<file path="src/rtl/return_stack_pkg.sv">
// rtl/return_stack_pkg.sv - shared defaults, types and op decode for the return-address stack
package return_stack_pkg;

  localparam int DEFAULT_PC_WIDTH = 8;
  localparam int DEFAULT_DEPTH    = 16;

  typedef logic [DEFAULT_PC_WIDTH-1:0] pc_t;

  typedef enum logic [1:0] {
    OP_NONE,
    OP_PUSH,
    OP_POP,
    OP_REPLACE
  } rs_op_e;

  // call+ret in the same cycle is a tail call: the current frame is replaced
  function automatic rs_op_e decode_op(input logic call, input logic ret);
    case ({call, ret})
      2'b10:   return OP_PUSH;
      2'b01:   return OP_POP;
      2'b11:   return OP_REPLACE;
      default: return OP_NONE;
    endcase
  endfunction

endpackage

</file>
<file path="src/rtl/return_stack_mem.sv">
// rtl/return_stack_mem.sv - entry array, one write port and one asynchronous read port
module return_stack_mem #(
  parameter int PC_WIDTH = 8,
  parameter int DEPTH    = 16
) (
  input  logic                     clock,
  input  logic                     we,
  input  logic [$clog2(DEPTH)-1:0] waddr,
  input  logic [PC_WIDTH-1:0]      wdata,
  input  logic [$clog2(DEPTH)-1:0] raddr,
  output logic [PC_WIDTH-1:0]      rdata
);

  // No reset: entries are only ever observed through the valid count.
  logic [PC_WIDTH-1:0] mem [DEPTH];

  always_ff @(posedge clock) begin
    if (we) begin
      mem[waddr] <= wdata;
    end
  end

  assign rdata = mem[raddr];

endmodule

</file>
<file path="src/rtl/return_stack.sv">
// rtl/return_stack.sv - return-address stack top; RETURN_STACK_WRAP_EN selects circular overwrite when full
module return_stack
  import return_stack_pkg::*;
#(
  parameter int PC_WIDTH = DEFAULT_PC_WIDTH,
  parameter int DEPTH    = DEFAULT_DEPTH
) (
  input  logic                       clock,
  input  logic                       reset,
  input  logic                       call,
  input  logic                       ret,
  input  logic                       flush,
  input  logic [PC_WIDTH-1:0]        called_from,
  output logic [PC_WIDTH-1:0]        return_to,
  output logic [$clog2(DEPTH+1)-1:0] count,
  output logic                       empty,
  output logic                       full,
  output logic                       overflow,
  output logic                       underflow
);

  localparam int PW = $clog2(DEPTH);
  localparam int CW = $clog2(DEPTH+1);
  localparam logic [CW-1:0] FULL_CNT = CW'(DEPTH);

  logic [PW-1:0]       wp, wp_next, top_addr, waddr;
  logic [CW-1:0]       cnt, cnt_next;
  logic                ovf_q, unf_q, ovf_set, unf_set;
  logic                we, mem_we;
  logic [PC_WIDTH-1:0] wdata, rdata;
  logic                is_empty, is_full;
  rs_op_e              op;

  assign is_empty = (cnt == '0);
  assign is_full  = (cnt == FULL_CNT);
  assign top_addr = wp - PW'(1);

  always_comb begin
    op       = decode_op(call, ret);
    we       = 1'b0;
    waddr    = wp;
    wdata    = called_from + PC_WIDTH'(1);
    wp_next  = wp;
    cnt_next = cnt;
    ovf_set  = 1'b0;
    unf_set  = 1'b0;
    case (op)
      OP_PUSH: begin
        if (!is_full) begin
          we       = 1'b1;
          wp_next  = wp + PW'(1);
          cnt_next = cnt + CW'(1);
        end else begin
          ovf_set = 1'b1;
`ifdef RETURN_STACK_WRAP_EN
          // oldest frame sits at wp when full, so writing there drops it
          we      = 1'b1;
          wp_next = wp + PW'(1);
`endif
        end
      end
      OP_POP: begin
        if (!is_empty) begin
          wp_next  = wp - PW'(1);
          cnt_next = cnt - CW'(1);
        end else begin
          unf_set = 1'b1;
        end
      end
      OP_REPLACE: begin
        // a tail call with nothing to replace degenerates to a plain push
        if (is_empty) begin
          we       = 1'b1;
          wp_next  = wp + PW'(1);
          cnt_next = cnt + CW'(1);
        end else begin
          we    = 1'b1;
          waddr = top_addr;
        end
      end
      default: ;
    endcase
  end

  always_ff @(posedge clock or posedge reset) begin
    if (reset) begin
      wp    <= '0;
      cnt   <= '0;
      ovf_q <= 1'b0;
      unf_q <= 1'b0;
    end else if (flush) begin
      wp    <= '0;
      cnt   <= '0;
      ovf_q <= 1'b0;
      unf_q <= 1'b0;
    end else begin
      wp    <= wp_next;
      cnt   <= cnt_next;
      ovf_q <= ovf_q | ovf_set;
      unf_q <= unf_q | unf_set;
    end
  end

  assign mem_we = we & ~flush & ~reset;

  return_stack_mem #(
    .PC_WIDTH (PC_WIDTH),
    .DEPTH    (DEPTH)
  ) u_mem (
    .clock (clock),
    .we    (mem_we),
    .waddr (waddr),
    .wdata (wdata),
    .raddr (top_addr),
    .rdata (rdata)
  );

  assign return_to = is_empty ? '0 : rdata;
  assign count     = cnt;
  assign empty     = is_empty;
  assign full      = is_full;
  assign overflow  = ovf_q;
  assign underflow = unf_q;

endmodule

</file>
<file path="config.mk">
export PLATFORM = sky130hd
export DESIGN_NAME = return_stack
export DESIGN_NICKNAME = d
export VERILOG_FILES = /design/src/rtl/return_stack_pkg.sv /design/src/rtl/return_stack_mem.sv /design/src/rtl/return_stack.sv
export SDC_FILE = /design/constraint.sdc
export NUM_CORES = 1
export LEC_CHECK = 0
export ABC_AREA = 1
export CAP_MARGIN = 20
export CELL_PAD_IN_SITES_DETAIL_PLACEMENT = 0
export CELL_PAD_IN_SITES_GLOBAL_PLACEMENT = 2
export CORE_MARGIN = 5
export CORE_UTILIZATION = 35
export DETAILED_ROUTE_END_ITERATION = 10
export GPL_ROUTABILITY_DRIVEN = 0
export PLACE_DENSITY = 0.75
export SKIP_CTS_REPAIR_TIMING = 1
export SYNTH_ARGS = -nofsm -noshare
export SYNTH_HDL_FRONTEND = slang
export SYNTH_HIERARCHICAL = 1
export SYNTH_SLANG_ARGS = --single-unit
</file>
<file path="constraint.sdc">
create_clock -name clock -period 2 [get_ports clock]
set_input_delay 0.3 -clock clock [delete_from_list [all_inputs] [get_ports clock]]
set_output_delay 0.3 -clock clock [all_outputs]
set_load 0.005 [all_outputs]
</file>
==> summary.md <==
| Metric | Value |
|---|---|
| CP endpoint | `return_to[3]` |
| Max_slew headroom | `0.683` |
| Reg2Reg Setup Slack | `-80 ps` |
| Row count | `50` |
| Critical Path Most Common Cell | `buf_6` |
| Main synth FF type | `edfxtp_1` |
| Failing checks | `setup timing` |
| H-Tree Depth | `4` |
| Sw Share | `0.341` |
| Lkg Pwr | `4.21 nW` |
| Core area | `0.0189 mm2` |
| CP startpoint | `wp[2]` |
| Synth top area cells | `edfxtp_1, nand2_1, nand3_1` |
| Overflow after GRT | `0` |
| Crit path launch type | `flip-flop` |
| Worst skew pair latency | `420 ps` |
| CP top delay family | `buffers and inverters` |
| Hold Path Class | `primary input to async pin` |
| Synthesized area per cell | `9.29 um2` |
| Number of enable flip-flop cells after synthesis | `128` |
| Reg-to-Reg Start | `wp[2]` |
| Setup TNS Final | `-5950 ps` |
| Synth cell types | `29` |
| Part of the cycle the worst path needs | `1.20` |
| TritonRoute pass-1 iters | `6` |
| Multi-input logic area | `0.00235 mm2` |
| Tightest Pin Transition | `475 ps` |
| Commonest cells post-synth | `nand2_1, inv_1, edfxtp_1, nand3_1, nor2_1` |
| Max Cap Viol | `0` |
| WL final | `18.7 mm` |
| Worst Setup Slack post-DPL | `-480 ps` |
| Clock Pin Slew Worst Setup and Hold Paths | `60 ps` |
| Post-synthesis cell area | `0.00678 mm2` |
| Die width | `149 um` |
| Layout cells sized above 1 | `0.253` |
| Crit path cell chain | `inv_1 -> nand3_4 -> xor2_2 -> inv_2 -> buf_6 -> buf_6 -> buf_6 -> nand3_2 -> nand2_1 -> nand2_1 -> inv_1 -> buf_2` |
| Sequential power share | `0.301` |
| Worst Path Required | `1700 ps` |
| Nets | `865` |
| DR WL/cell | `16.7 um` |
| Crit path DAT | `2100 ps` |
| Post-DP HPWL | `11.8 mm` |
| Ant diodes | `0` |
| Yosys top cell area share | `0.567` |
| WP depth | `12` |
| Outcome | `complete, but fails checks` |
| Cells after synthesis | `729` |
| Clock power share | `0.281` |
| Vias in the first global route | `5019` |
| Total number of vias | `5233` |
| Die Height | `149 um` |
| Fin crit period | `2400 ps` |
| Number of DRC markers in iteration 0 | `369` |
| Max FO, Critical Path | `6` |
| Fmax | `416 MHz` |
| Buffers and inverters on the worst path | `7` |
| Initial Utilization | `0.359` |
| Area delta synth->final | `37.5%` |
| CTS tree | `done` |
| Unrepaired setup endpoints after global routing | `true` |
| Sequential area share after synthesis | `0.608` |
| Hold Violations, Final | `0` |
| Register bit total from synthesis | `139` |
| Die footprint | `0.0222 mm2` |
| Peak supply drop | `783 uV` |
| First-pass GRT wire length | `28.2 mm` |
| Final Power | `11.1 mW` |
| Clk sink count | `139` |
| DR DRC count | `0` |
| Antenna Nets Post-Route | `0` |
| GRT Total Usage | `0.168` |
| Synthesized net count | `747` |
| CTS root buf | `clkbuf_16` |
| Setup Skew | `10.6 ps` |
| Pint | `7.33 mW` |
| Drt via density | `4.67` |
| Slowest stage delay, CP | `460 ps` |
| Count leader, synth | `nand2_1` |
| Max Slew Vio Count | `0` |
| Post-synth top area cell | `edfxtp_1` |
| Async set or reset register ratio after synthesis | `0.0791` |
| Final worst slack | `-401 ps` |
| Cts bufs inserted | `17` |
| R2R Path End | `u_mem/mem[4][1]` |
| IO Count | `30` |
| Synth warn | `6` |
| Crit-path slowest cell | `dfrtp_2` |
| Antenna violations before repair | `0` |
| P_sw | `3.80 mW` |
| Pin count of the biggest net entering global routing | `33` |
| Port Buffers | `29` |
| CP Capture Type | `primary output` |
| Gate power share | `0.419` |
| Final Setup Violations | `64` |
| Sequential standard cell area | `0.00412 mm2` |
| CP Class | `flip-flop to primary output` |
| Pwr dens | `1190 mW/mm2` |
| Longest Clk Path Bufs | `2` |
| Worst R2R Path Depth | `8` |
| Filler instances | `1770` |
## kinds of logic (layout without fill, tap and decap cells)
kind of cell               after synthesis  after routing  share of synthesized area
adders and majority gates                5              5                    0.00923
buffers and inverters                  167            298                      0.106
DFF                                    139            139                      0.608
AOI/OAI and AO/OA                       16             16                     0.0126
and+or+nand+nor                        391            391                      0.249
xor gates and xnor gates                11             11                     0.0153
## worst register-to-register path: stages (launching register included)
cell,delay (ps)
dfrtp_2,460
inv_1,140
nand3_4,80
xor2_2,180
buf_4,150
o21ai_4,80
nand3b_1,320
nor2_2,210
buf_6,160
## power by group through the flow
stage	Clock (mW)	Combinational, mW	Sequential (mW)
5_1_grt	3.34	5.05	3.36
2_1_floorplan	0	1.92	3.41
6_report	3.12	4.66	3.35
3_5_place_dp	0	3.50	3.39
3_3_place_gp	0	3.50	3.39
4_1_cts	3.18	3.52	3.33
## per-layer routing
layer | vias up | track usage | wire length, um
met5 | - | 0 | 0
met4 | 0 | 0.0462 | 337
met3 | 31 | 0.0377 | 848
met2 | 141 | 0.280 | 9360
met1 | 2496 | 0.221 | 8180
li1 | 2565 | - | -
## registers in the layout, summed over array words and instances, names as in the netlist
name       count
count          5
overflow       1
u_mem/mem    128
underflow      1
wp             4
## placed cells by master, fill, tap and decap left out, types with 3 or more instances in the layout
master             n
nand2_1          222
edfxtp_1         128
inv_1            124
nand3_1           82
buf_4             54
nand3_2           32
clkbuf_16         23
buf_6             20
clkdlybuf4s50_1   19
nor2_1            16
buf_12            13
inv_2             10
dfrtp_1           10
nor2_4             9
nor2_2             8
o21ai_0            6
xor2_1             6
nand2_2            5
nand2_4            5
dlymetal6s2s_1     5
nand3_4            4
ha_1               4
clkinv_4           4
buf_8              4
a21oi_1            3
clkinv_1           3
inv_8              3
nand3b_1           3
bufinv_16          3
clkbuf_1           3
clkbuf_2           3
## how the worst min path moves through the flow
| stage | slack [ps] | end | startpoint |
|---|---|---|---|
| after floorplan | 150 | count[0] | reset |
| final | 230 | overflow | reset |
| after global routing | 280 | overflow | reset |
| after global placement | 470 | overflow | overflow |
| after CTS | 250 | overflow | reset |
| after detailed placement | 470 | overflow | overflow |
## metrics by stage
stage,cell area (um2),cells,hold slack [ps],util
floorplan,6780,729,152,-
global placement,7860,1059,470,0.416
detailed placement,7860,1059,465,0.416
CTS,8450,1091,249,0.447
global route,9310,1120,281,0.493
finish,9310,1120,233,0.493
## layout make-up
cell class / count / area share
multi-input combinational: 423 / 0.252
sequential: 139 / 0.442
clock buffer: 20 / 0.0469
inverter: 140 / 0.0596
tap: 260 / 0.0349
clock inverter: 12 / 0.0160
timing repair buffer: 126 / 0.148
(Power assumes the default switching activity.)
